--- src/rtl/alu_pkg.sv ---
// -----------------------------------------------------------------------------
// alu_pkg
// Shared definitions for the integer execute unit and the ALU decoder:
//   - ALUControl encodings (ALU_ADD .. ALU_AND, ALU_RSVD)
//   - execute-unit FSM state encoding
//   - condition-flag bundle type
//   - is_shift() helper used to route ops to the iterative shifter
// -----------------------------------------------------------------------------
package alu_pkg;

    localparam logic [2:0] ALU_ADD  = 3'b000;
    localparam logic [2:0] ALU_SLL  = 3'b001;
    localparam logic [2:0] ALU_SUB  = 3'b010;
    localparam logic [2:0] ALU_RSVD = 3'b011;
    localparam logic [2:0] ALU_XOR  = 3'b100;
    localparam logic [2:0] ALU_SRL  = 3'b101;
    localparam logic [2:0] ALU_OR   = 3'b110;
    localparam logic [2:0] ALU_AND  = 3'b111;

    typedef enum logic [1:0] {
        IDLE  = 2'd0,
        SHIFT = 2'd1,
        DONE  = 2'd2
    } alu_state_t;

    typedef struct packed {
        logic zero;
        logic negative;
        logic carry;
        logic overflow;
        logic illegal;
    } alu_flags_t;

    // True for the two codes handled by the one-bit-per-cycle shifter.
    function automatic logic is_shift(input logic [2:0] ctrl);
        return (ctrl == ALU_SLL) || (ctrl == ALU_SRL);
    endfunction

endpackage

--- src/rtl/alu_exec_unit_if.sv ---
// -----------------------------------------------------------------------------
// alu_exec_unit_if
// Request/response bundle between issue, the execute unit and writeback.
//   request : in_valid, in_ready, alu_ctrl, src_a, src_b
//   response: out_valid, out_ready, result, zero, negative, carry, overflow,
//             illegal
//   status  : busy
// master = issue/writeback side, slave = execute unit.
// -----------------------------------------------------------------------------
interface alu_exec_unit_if #(
    parameter int WIDTH = 32
);
    logic             in_valid;
    logic             in_ready;
    logic [2:0]       alu_ctrl;
    logic [WIDTH-1:0] src_a;
    logic [WIDTH-1:0] src_b;
    logic             out_valid;
    logic             out_ready;
    logic [WIDTH-1:0] result;
    logic             zero;
    logic             negative;
    logic             carry;
    logic             overflow;
    logic             illegal;
    logic             busy;

    modport master (
        output in_valid, alu_ctrl, src_a, src_b, out_ready,
        input  in_ready, out_valid, result, zero, negative, carry, overflow,
               illegal, busy
    );

    modport slave (
        input  in_valid, alu_ctrl, src_a, src_b, out_ready,
        output in_ready, out_valid, result, zero, negative, carry, overflow,
               illegal, busy
    );
endinterface

--- src/rtl/alu_addsub.sv ---
// -----------------------------------------------------------------------------
// alu_addsub
// Combinational WIDTH-bit adder/subtractor. Subtraction is a + ~b + 1, so
// carry doubles as "no borrow" (a >= b unsigned).
//   a, b     : operands
//   sub      : 1 = subtract, 0 = add
//   sum      : result modulo 2^WIDTH
//   carry    : carry-out of the sum
//   overflow : signed overflow
// -----------------------------------------------------------------------------
module alu_addsub #(
    parameter int WIDTH = 32
) (
    input  logic [WIDTH-1:0] a,
    input  logic [WIDTH-1:0] b,
    input  logic             sub,
    output logic [WIDTH-1:0] sum,
    output logic             carry,
    output logic             overflow
);
    logic [WIDTH-1:0] b_eff_s;
    logic [WIDTH:0]   total_s;

    // Single adder; subtract by inverting b and injecting sub as carry-in.
    always_comb begin
        b_eff_s  = sub ? ~b : b;
        total_s  = {1'b0, a} + {1'b0, b_eff_s} + {{WIDTH{1'b0}}, sub};
        sum      = total_s[WIDTH-1:0];
        carry    = total_s[WIDTH];
        if (sub) begin
            overflow = (a[WIDTH-1] != b[WIDTH-1]) & (sum[WIDTH-1] != a[WIDTH-1]);
        end else begin
            overflow = (a[WIDTH-1] == b[WIDTH-1]) & (sum[WIDTH-1] != a[WIDTH-1]);
        end
    end
endmodule

--- src/rtl/alu_exec_unit.sv ---
// -----------------------------------------------------------------------------
// alu_exec_unit
// Handshaked multi-cycle integer execute unit. ADD/SUB/logic ops and
// zero-amount shifts complete in one cycle; shifts by N>0 take N cycles in a
// one-bit-per-cycle shifter. The result is held in DONE until popped.
//   clk, rst_n : clock, asynchronous active-low reset
//   bus        : alu_exec_unit_if.slave (request, response, flags, busy)
// -----------------------------------------------------------------------------
module alu_exec_unit
    import alu_pkg::*;
#(
    parameter int WIDTH = 32
) (
    input  logic                 clk,
    input  logic                 rst_n,
    alu_exec_unit_if.slave       bus
);
    localparam int SHAMT_W = $clog2(WIDTH);

    alu_state_t         state_r,  state_s;
    logic [SHAMT_W-1:0] cnt_r,    cnt_s;
    logic [WIDTH-1:0]   work_r,   work_s;
    logic [2:0]         op_r,     op_s;
    logic [WIDTH-1:0]   result_r, result_s;
    alu_flags_t         flags_r,  flags_s;

    logic [SHAMT_W-1:0] shamt_s;
    logic [WIDTH-1:0]   shifted_s;
    logic [WIDTH-1:0]   as_sum_s;
    logic               as_carry_s;
    logic               as_ovf_s;
    logic               as_sub_s;

    function automatic alu_flags_t mk_flags(input logic [WIDTH-1:0] r,
                                            input logic c,
                                            input logic v,
                                            input logic ill);
        alu_flags_t f;
        f.zero     = (r == {WIDTH{1'b0}});
        f.negative = r[WIDTH-1];
        f.carry    = c;
        f.overflow = v;
        f.illegal  = ill;
        return f;
    endfunction

    assign shamt_s  = bus.src_b[SHAMT_W-1:0];
    assign as_sub_s = (bus.alu_ctrl == ALU_SUB);
    // One step of the iterative shifter; both directions fill with zero.
    assign shifted_s = (op_r == ALU_SLL) ? {work_r[WIDTH-2:0], 1'b0}
                                         : {1'b0, work_r[WIDTH-1:1]};

    alu_addsub #(.WIDTH(WIDTH)) u_addsub (
        .a        (bus.src_a),
        .b        (bus.src_b),
        .sub      (as_sub_s),
        .sum      (as_sum_s),
        .carry    (as_carry_s),
        .overflow (as_ovf_s)
    );

    // Next-state, datapath and flag computation.
    always_comb begin
        state_s  = state_r;
        cnt_s    = cnt_r;
        work_s   = work_r;
        op_s     = op_r;
        result_s = result_r;
        flags_s  = flags_r;
        case (state_r)
            IDLE: begin
                if (bus.in_valid) begin
                    state_s = DONE;
                    case (bus.alu_ctrl)
                        ALU_ADD, ALU_SUB: begin
                            result_s = as_sum_s;
                            flags_s  = mk_flags(as_sum_s, as_carry_s, as_ovf_s, 1'b0);
                        end
                        ALU_XOR: begin
                            result_s = bus.src_a ^ bus.src_b;
                            flags_s  = mk_flags(bus.src_a ^ bus.src_b, 1'b0, 1'b0, 1'b0);
                        end
                        ALU_OR: begin
                            result_s = bus.src_a | bus.src_b;
                            flags_s  = mk_flags(bus.src_a | bus.src_b, 1'b0, 1'b0, 1'b0);
                        end
                        ALU_AND: begin
                            result_s = bus.src_a & bus.src_b;
                            flags_s  = mk_flags(bus.src_a & bus.src_b, 1'b0, 1'b0, 1'b0);
                        end
                        ALU_SLL, ALU_SRL: begin
                            if (shamt_s == SHAMT_W'(0)) begin
                                result_s = bus.src_a;
                                flags_s  = mk_flags(bus.src_a, 1'b0, 1'b0, 1'b0);
                            end else begin
                                state_s = SHIFT;
                                work_s  = bus.src_a;
                                cnt_s   = shamt_s;
                                op_s    = bus.alu_ctrl;
                            end
                        end
                        default: begin
                            // ALU_RSVD: report as illegal with a zero result.
                            result_s = {WIDTH{1'b0}};
                            flags_s  = mk_flags({WIDTH{1'b0}}, 1'b0, 1'b0, 1'b1);
                        end
                    endcase
                end else begin
                    state_s = IDLE;
                end
            end
            SHIFT: begin
                work_s = shifted_s;
                cnt_s  = cnt_r - SHAMT_W'(1);
                if (cnt_r == SHAMT_W'(1)) begin
                    state_s  = DONE;
                    result_s = shifted_s;
                    flags_s  = mk_flags(shifted_s, 1'b0, 1'b0, 1'b0);
                end else begin
                    state_s = SHIFT;
                end
            end
            DONE: begin
                if (bus.out_ready) begin
                    state_s = IDLE;
                end else begin
                    state_s = DONE;
                end
            end
            default: begin
                state_s = IDLE;
            end
        endcase
    end

    // State and datapath registers; reset discards any in-flight op.
    always_ff @(posedge clk or negedge rst_n) begin
        if (!rst_n) begin
            state_r  <= IDLE;
            cnt_r    <= SHAMT_W'(0);
            work_r   <= {WIDTH{1'b0}};
            op_r     <= 3'b000;
            result_r <= {WIDTH{1'b0}};
            flags_r  <= '{1'b0, 1'b0, 1'b0, 1'b0, 1'b0};
        end else begin
            state_r  <= state_s;
            cnt_r    <= cnt_s;
            work_r   <= work_s;
            op_r     <= op_s;
            result_r <= result_s;
            flags_r  <= flags_s;
        end
    end

    assign bus.in_ready  = (state_r == IDLE);
    assign bus.out_valid = (state_r == DONE);
    assign bus.busy      = (state_r != IDLE);
    assign bus.result    = result_r;
    assign bus.zero      = flags_r.zero;
    assign bus.negative  = flags_r.negative;
    assign bus.carry     = flags_r.carry;
    assign bus.overflow  = flags_r.overflow;
    assign bus.illegal   = flags_r.illegal;
endmodule

--- src/flat_wrapper.sv ---
// flat-port wrapper written by rule: the top's interface ports become plain ports
module alu_exec_unit_flat import alu_pkg::*;
#(
    parameter int WIDTH = 32
)
  (clk, rst_n, bus_in_valid, bus_alu_ctrl, bus_src_a, bus_src_b, bus_out_ready, bus_in_ready, bus_out_valid, bus_result, bus_zero, bus_negative, bus_carry, bus_overflow, bus_illegal, bus_busy);
  alu_exec_unit_if #(.WIDTH(WIDTH)) bus_i ();
  input  logic clk;
  input  logic rst_n;
  input wire logic [$bits(bus_i.in_valid)-1:0] bus_in_valid;
  input wire logic [$bits(bus_i.alu_ctrl)-1:0] bus_alu_ctrl;
  input wire logic [$bits(bus_i.src_a)-1:0] bus_src_a;
  input wire logic [$bits(bus_i.src_b)-1:0] bus_src_b;
  input wire logic [$bits(bus_i.out_ready)-1:0] bus_out_ready;
  output wire logic [$bits(bus_i.in_ready)-1:0] bus_in_ready;
  output wire logic [$bits(bus_i.out_valid)-1:0] bus_out_valid;
  output wire logic [$bits(bus_i.result)-1:0] bus_result;
  output wire logic [$bits(bus_i.zero)-1:0] bus_zero;
  output wire logic [$bits(bus_i.negative)-1:0] bus_negative;
  output wire logic [$bits(bus_i.carry)-1:0] bus_carry;
  output wire logic [$bits(bus_i.overflow)-1:0] bus_overflow;
  output wire logic [$bits(bus_i.illegal)-1:0] bus_illegal;
  output wire logic [$bits(bus_i.busy)-1:0] bus_busy;
  assign bus_i.in_valid = bus_in_valid;
  assign bus_i.alu_ctrl = bus_alu_ctrl;
  assign bus_i.src_a = bus_src_a;
  assign bus_i.src_b = bus_src_b;
  assign bus_i.out_ready = bus_out_ready;
  assign bus_in_ready = bus_i.in_ready;
  assign bus_out_valid = bus_i.out_valid;
  assign bus_result = bus_i.result;
  assign bus_zero = bus_i.zero;
  assign bus_negative = bus_i.negative;
  assign bus_carry = bus_i.carry;
  assign bus_overflow = bus_i.overflow;
  assign bus_illegal = bus_i.illegal;
  assign bus_busy = bus_i.busy;
  alu_exec_unit #(.WIDTH(WIDTH)) u_core (.clk(clk), .rst_n(rst_n), .bus(bus_i));
endmodule
--- config.mk ---
export PLATFORM = sky130hd
export DESIGN_NAME = alu_exec_unit_flat
export DESIGN_NICKNAME = d
export VERILOG_FILES = /design/src/rtl/alu_pkg.sv /design/src/rtl/alu_exec_unit_if.sv /design/src/rtl/alu_addsub.sv /design/src/rtl/alu_exec_unit.sv /design/src/flat_wrapper.sv
export SDC_FILE = /design/constraint.sdc
export NUM_CORES = 1
export LEC_CHECK = 0
export CAP_MARGIN = 5
export CORE_MARGIN = 5
export CORE_UTILIZATION = 52
export DETAILED_ROUTE_END_ITERATION = 12
export GPL_ROUTABILITY_DRIVEN = 1
export PLACE_DENSITY = 0.86
export SLEW_MARGIN = 20
export SYNTH_ARGS = -nofsm -noshare
export SYNTH_HDL_FRONTEND = slang
export SYNTH_SLANG_ARGS = --single-unit
export TNS_END_PERCENT = 5
--- constraint.sdc ---
create_clock -name clk -period 2.9 [get_ports clk]
set_input_delay 0.58 -clock clk [delete_from_list [all_inputs] [get_ports clk]]
set_output_delay 0.58 -clock clk [all_outputs]
set_load 0.02 [all_outputs]
* Yosys cells after proc, flatten, opt, wreduce, memory -nomap -nowiden
Cells that the tools add are included.
Widths: inputs -> output; s select.
** Storage, ports and cells
- Bits in registers :: 79
- Input port bits :: 71
- Output and inout port bits :: 40
- Logic and storage cells :: 81
** Cells by class
- Add/subtract/negate cells :: 3
- Equality and inequality tests :: 18
- Multiplexer cells :: 27
- Bitwise logic cells :: 7
- Reduce and logical (&&, ||, !) cells :: 16
** Operator list (count)
- $mux 32 :: 8
- $logic_not 32->1 :: 6
- $pmux 32 s5 :: 1
- $pmux 32 s2 :: 2
- $add 32x32->33 :: 1
- $add 33x1->33 :: 1
- $and 32x32->32 :: 1
- $not 32->32 :: 1
- $or 32x32->32 :: 1
- $xor 32x32->32 :: 1
- $mux 5 :: 6
- $pmux 5 s5 :: 1
- $pmux 5 s2 :: 2
- $eq 3x3->1 const B :: 4
- $reduce_and 4->1 :: 3
- $mux 2 :: 5
- $eq 3x1->1 const B :: 2
- $pmux 2 s3 :: 1
- $eq 5x1->1 const B :: 1
- $logic_not 5->1 :: 1
- $sub 5x1->5 const B :: 1
- $ne 2x1->1 const B :: 2
- $ne 2x2->1 const B :: 2
- $reduce_bool 2->1 :: 2
- 12 further kinds :: 15

* Depth between registers and ports, before layout
- Depth after elaboration :: 10
- Gate-level depth with buffers :: 15
- Depth with buffers taken out :: 13

* Modules after synthesis
From an unflattened synthesis, not the netlist that was laid out.
** Unflattened totals
- Cells, all modules :: 1109
- Area total of the unflattened synthesis :: 8524.4 um2
** Modules (own cells, without submodules)
- alu_exec_unit :: instances 1, cells an instance 851, area each 6547.5 um2, sequential area each 1951.9 um2
- alu_addsub :: instances 1, cells an instance 258, area each 1976.9 um2, sequential area each 0.0 um2

* Least setup slack after synthesis
OpenSTA, ideal clock, no wires.
- Path kind :: input to register
- Start point :: input bus_alu_ctrl[0]
- End point :: register u_core.flags_r (netlist bit u_core.bus.overflow)
- Library setup time :: 122 ps
- Arrival time :: 3824 ps
- Required time :: 2778 ps
- Setup slack :: -1046 ps
- Stages on the path :: 15
- Path buffers :: 3
- Path through :: nor3b_2 -> buf_6 -> clkbuf_1 -> xnor2_1 -> ha_1 -> buf_4 -> nand4_4 -> nor4_2 -> a221oi_2 -> and3_1 -> o21a_1 -> o2111a_1 -> o41ai_4 -> xnor2_1 -> a32o_1
** Between the ends
- Cells in the longest elaborated chain, start to end :: 10
- Elaborated cells between the ends (all ways) :: 21
- Those cells by class :: add/sub: 2; eq/ne: 8; mux: 5; bitwise: 2; reduce/logical: 4
** Ends and longest elaborated chain
- start: declaration :: line flat_wrapper.sv:11 : input wire logic [$bits(bus_i.alu_ctrl)-1:0] bus_alu_ctrl;
- $eq 3x2->1 :: line alu_exec_unit.sv:48, alu_exec_unit.sv:74
- $mux 32 :: line alu_addsub.sv:26 : b_eff_s = sub ? ~b : b;
- $add 32x32->33 :: line alu_addsub.sv:27 : total_s = {1'b0, a} + {1'b0, b_eff_s} + {{WIDTH{1'b0}}, sub};
- $add 33x1->33 :: line alu_addsub.sv:27
- $ne 1x1->1 :: line alu_addsub.sv:31, alu_addsub.sv:33
- $and 1x1->1 (on tied branches) :: line alu_addsub.sv:33, alu_addsub.sv:31
- $mux 1 :: line alu_addsub.sv:30 : if (sub) begin
- $pmux 5 s5 :: line alu_exec_unit.sv:74 : case (bus.alu_ctrl)
- $mux 5 :: line alu_exec_unit.sv:72 : if (bus.in_valid) begin
- $pmux 5 s2 :: line alu_exec_unit.sv:70 : case (state_r)
- end signal: assignment :: line alu_exec_unit.sv:144 : flags_r <= '{1'b0, 1'b0, 1'b0, 1'b0, 1'b0};
- end signal: assignment :: line alu_exec_unit.sv:151 : flags_r <= flags_s;
- end: declaration :: line alu_exec_unit.sv:25 : alu_flags_t flags_r, flags_s;
Parallel ways exist; a longest one is shown, timed or not. The select of a mux whose other input is x is not followed.
A chain may end at the register's enable or synchronous reset.

* Final worst setup path
- Start point :: input bus_alu_ctrl[0]
- End point :: register u_core.result_r[30] (netlist: u_core.bus.result[30])
** Between the ends
- Cells in the longest elaborated chain, start to end :: 7
- Elaborated cells between the ends (all ways) :: 17
- Those cells by class :: add/sub: 2; eq/ne: 7; mux: 4; reduce/logical: 4
** Ends and longest elaborated chain
- $eq 3x2->1 :: line alu_exec_unit.sv:48, alu_exec_unit.sv:74
- $mux 32 :: line alu_addsub.sv:26
- $add 32x32->33 :: line alu_addsub.sv:27
- $add 33x1->33 :: line alu_addsub.sv:27
- $pmux 32 s5 :: line alu_exec_unit.sv:74
- $mux 32 :: line alu_exec_unit.sv:72
- $pmux 32 s2 :: line alu_exec_unit.sv:70
- end signal: assignment :: line alu_exec_unit.sv:143 : result_r <= {WIDTH{1'b0}};
- end signal: assignment :: line alu_exec_unit.sv:150 : result_r <= result_s;
- end: declaration :: line alu_exec_unit.sv:24 : logic [WIDTH-1:0] result_r, result_s;
Parallel ways exist; a longest one is shown, timed or not. The select of a mux whose other input is x is not followed.

==> key figures <==
Critical path
  • CP max-delay cell: or4b_4
  • Worst-path cell chain: buf_6 > nor3b_4 > buf_12 > buf_12 > xnor2_4 > ha_4 > nor2b_4 > o31a_1 > o211ai_1 > buf_4 > a31oi_4 > buf_6 > buf_6 > or4b_4 > o311ai_4 > nor2_1 > a211oi_2 > a21oi_1
  • R2r setup slk: -150 ps
  • Reg2Reg Depth: 11
  • Setup crit start: bus_alu_ctrl[0]
  • Critical path's top delay family: compound AO/OA/AOI/OAI gates
  • Worst Path Required: 3110 ps
  • CP Class: in -> reg
  • Worst setup endpoint: u_core.bus.result[30]$_DFFE_PN0P_
  • Crit Path Max Fanout: 7
  • Most used cell, CP: buf_6
  • Crit start category: input port
  • Worst setup EP type: register
  • Worst path buffer plus inverter count: 6
  • CP max stage delay: about 500 ps
  • Crit path arrival time: just under 4000 ps
  • CP Depth: 18
  • RR Startpoint: u_core.op_r[0]$_DFFE_PN0P_
  • R2r endpoint: u_core.bus.zero$_DFFE_PN0P_

Global routing
  • Largest net degree at the start of global routing: between 50 and 60
  • Tot GR Track Use: 0.378
  • Initial antenna violation count: 0
  • First-pass GRT wire length: roughly 60 mm
  • Vias in the first global route: 10.8k
  • Gr ovfl total: 0

Power
  • Pleak: around 0.0060 uW
  • Clock Power Share: 0.126
  • Reg power frac: 0.230
  • Psw: ~4200 uW
  • Internal power component: around 5000 uW
  • Max IR drop VDD: slightly below 0.0005 V
  • Combinational power share: 0.643
  • Switching fraction of total power: 0.461
  • Cell area power density: about 680 nW/um2

Timing
  • Fin crit period: 3680 ps
  • Fin. Hold Viols: 0
  • Setup Viol. Count Final: 29
  • Worst relative slew slack: 0.426
  • Actual slew at the worst max-slew pin: 858 ps
  • Max Slew Vio Count: 0
  • Final WS setup: -778 ps
  • Hold slack: ~220 ps
  • RSZ-0062 raised after global routing: true
  • Final worst clock skew: 11.9 ps
  • Max Freq: around 270 MHz
  • Tcrit/Tclk final: 1.27

Placed design
  • Placed insts: around 1.7k
  • Routability Congestion: about 1.1
  • Hpwl dp: about 30 mm
  • Port Buffers: 110
  • Worst slack, placed: -1900 ps

Synth
  • Most used flip-flop cell after synthesis: dfrtp_1
  • Syn nets: about 1.3k
  • Sequential area share after synthesis: 0.223
  • Synth warn: 0
  • Flops & latches, synth: a little under 80
  • Post-synthesis cell type count: slightly above 70
  • Cell count after synthesis: roughly 1.1k
  • Syn Area/Cell: 7.77 um2
  • Post-synth ARST share: 1.00
  • Mapped Area: just under 9000 um2
  • Post-synth EDFFs: 0

Min path
  • Hold WC Path Type: in -> async

Die
  • Die height: between 100 and 150 um
  • Core Region: around 17000 um2
  • DIE WIDTH: 140 um
  • I/O Pins: about 110
  • Initial core utilization: 0.530
  • FP Rows: 47
  • Die area: 19500 um2

Drt
  • Via/cell ratio: between 6 and 7
  • WL/cell: about 22 um
  • Routed WL: 38.5 mm
  • Routed via count: roughly 11k
  • DR DRC count: 0
  • 1st-pass router iterations: 7
  • Final ANT Viol Nets: 0
  • Initial DRC count: 1461

Finish
  • Final-stage net count: 1675
  • Antenna cells: 0
  • Share of cells above drive strength 1: 0.294
  • Non-filler instance count after layout: roughly 1.7k
  • Final Util: 0.799
  • Layout area overhead: 50.8%

Status
  • Status: complete, but fails checks
  • Failing checks: negative setup slack

CTS
  • H-tree depth: 3
  • CTS tree: done
  • Number of buffers created by CTS: 9
  • Clock Sinks: approximately 80
  • CTS Root Cell: clkbuf_16
  • Buffer depth of the longest clock path: 2
  • Clock-pin slew of the registers on the worst-case setup and hold paths: about 70 ps
  • Clock Latency Late Sink: 350 ps

Flow run
  • Max-cap violation count: 0
placed cells by master (no fill, tap or decap), types with 9 or more instances in the layout:
| master | netlist | routed |
|---|---|---|
| buf_4 | 5 | 313 |
| nand2_1 | 107 | 106 |
| nor2_1 | 106 | 103 |
| clkdlybuf4s50_1 | 0 | 101 |
| ha_1 | 100 | 94 |
| a21oi_1 | 92 | 84 |
| dfrtp_1 | 78 | 78 |
| inv_1 | 79 | 74 |
| o21ai_0 | 68 | 57 |
| o211ai_1 | 38 | 38 |
| xnor2_1 | 43 | 36 |
| nor4_1 | 36 | 32 |
| mux2i_1 | 32 | 31 |
| a22oi_1 | 24 | 24 |
| nand4_1 | 21 | 21 |
| nand3_1 | 17 | 16 |
| a21o_1 | 14 | 14 |
| nor3_1 | 17 | 13 |
| a221oi_1 | 23 | 10 |
| a221oi_2 | 1 | 10 |
| nor2b_1 | 12 | 9 |
| nand2b_1 | 10 | 9 |
| clkbuf_16 | 0 | 9 |
per-layer routing:
layer | routed length (um) | global-route usage | part of all wire | up-vias
li1 | - | - | - | 4914
met1 | 14400 | 0.466 | 0.37 | 5124
met3 | 3880 | 0.0779 | 0.10 | 203
met5 | 0 | 0 | 0 | -
met2 | 17500 | 0.618 | 0.45 | 786
met4 | 2700 | 0.210 | 0.070 | 0
stage by stage:
stage / area (um2) / TNS (ps) / power [uW]
3_5_place_dp: 12300 / -53240 / 7420
3_3_place_gp: 12300 / -50540 / 7250
4_1_cts: 13000 / -12530 / 8750
6_report: 13200 / -12970 / 9030
2_1_floorplan: 8860 / -6480 / 4820
5_1_grt: 13200 / -16110 / 9480
power groups by stage:
stage	Clock [uW]	Sequential, uW	Combinational (uW)
5_1_grt	1190	2120	6160
4_1_cts	1130	2040	5570
3_5_place_dp	0	2050	5370
3_3_place_gp	0	2010	5240
2_1_floorplan	0	2250	2570
6_report	1140	2080	5810
logic make-up (layout without fill, tap and decap cells):
| group | after synthesis | in the layout | synth area share |
|---|---|---|---|
| simple gates | 371 | 371 | 0.208 |
| mux | 34 | 34 | 0.0392 |
| fa+ha+maj | 101 | 101 | 0.145 |
| compound gates | 345 | 345 | 0.267 |
| buf+inv | 146 | 527 | 0.0660 |
| xor+xnor | 52 | 52 | 0.0520 |
| flops | 78 | 78 | 0.223 |
synth_stat cells (all sizes together) (7+ instances only):
cell     instances  share of area
a21oi           92          0.053
nor2           106          0.045
a31oi           11         0.0079
nor3            17         0.0097
nand3           17         0.0097
inv             79          0.034
xor2             9         0.0090
clkbuf          55          0.024
ha             100           0.14
nor4            37          0.027
nand2          107          0.046
xnor2           43          0.043
mux2i           32          0.037
o211ai          38          0.033
dfrtp           78           0.22
o21ai           68          0.039
nand2b          10         0.0071
o31ai            8         0.0069
a221oi          25          0.028
and3             8         0.0057
a22oi           24          0.021
nor2b           12         0.0086
o21a             8         0.0069
nand4           23          0.019
a21o            14          0.012
o2111ai          7         0.0070
buf             12         0.0086
how the worst min path moves through the flow:
stage | from | endpoint | cells past startpoint
floorplan | rst_n | u_core.bus.carry$_DFFE_PN0P_ | 0
global placement | u_core.bus.result[17]$_DFFE_PN0P_ | u_core.bus.result[17]$_DFFE_PN0P_ | 2
detailed placement | u_core.bus.result[16]$_DFFE_PN0P_ | u_core.bus.result[16]$_DFFE_PN0P_ | 2
CTS | rst_n | u_core.bus.zero$_DFFE_PN0P_ | 1
global route | rst_n | u_core.bus.result[26]$_DFFE_PN0P_ | 1
finish | rst_n | u_core.bus.result[26]$_DFFE_PN0P_ | 1
area by class of cell:
class / count / area, um2
timing repair buffer: 432 / 3630
clock inverter: 6 / 51.3
fill: 1102 / 3330
multi-input combinational: 903 / 6750
sequential: 78 / 1950
inverter: 79 / 297
tap: 220 / 275
clock buffer: 10 / 239
registers in the layout (all words and copies together), names as in the netlist:
name,flops
u_core.work_r,32
u_core.cnt_r,5
u_core.bus.result,31
u_core.state_r,2
u_core.bus.carry,1
u_core.bus.illegal,1
u_core.bus.overflow,1
u_core.bus.zero,1
u_core.bus.negative,1
u_core.op_r,3
repair_timing:
action	CTS	global route
pin swaps	45	24
gates cloned	1	0
endpoints found under the setup margin	47	30
setup buffers	12	1
gates resized for setup	77	49
hold buffers	0	0
Power figures use the tool's default switching activity.
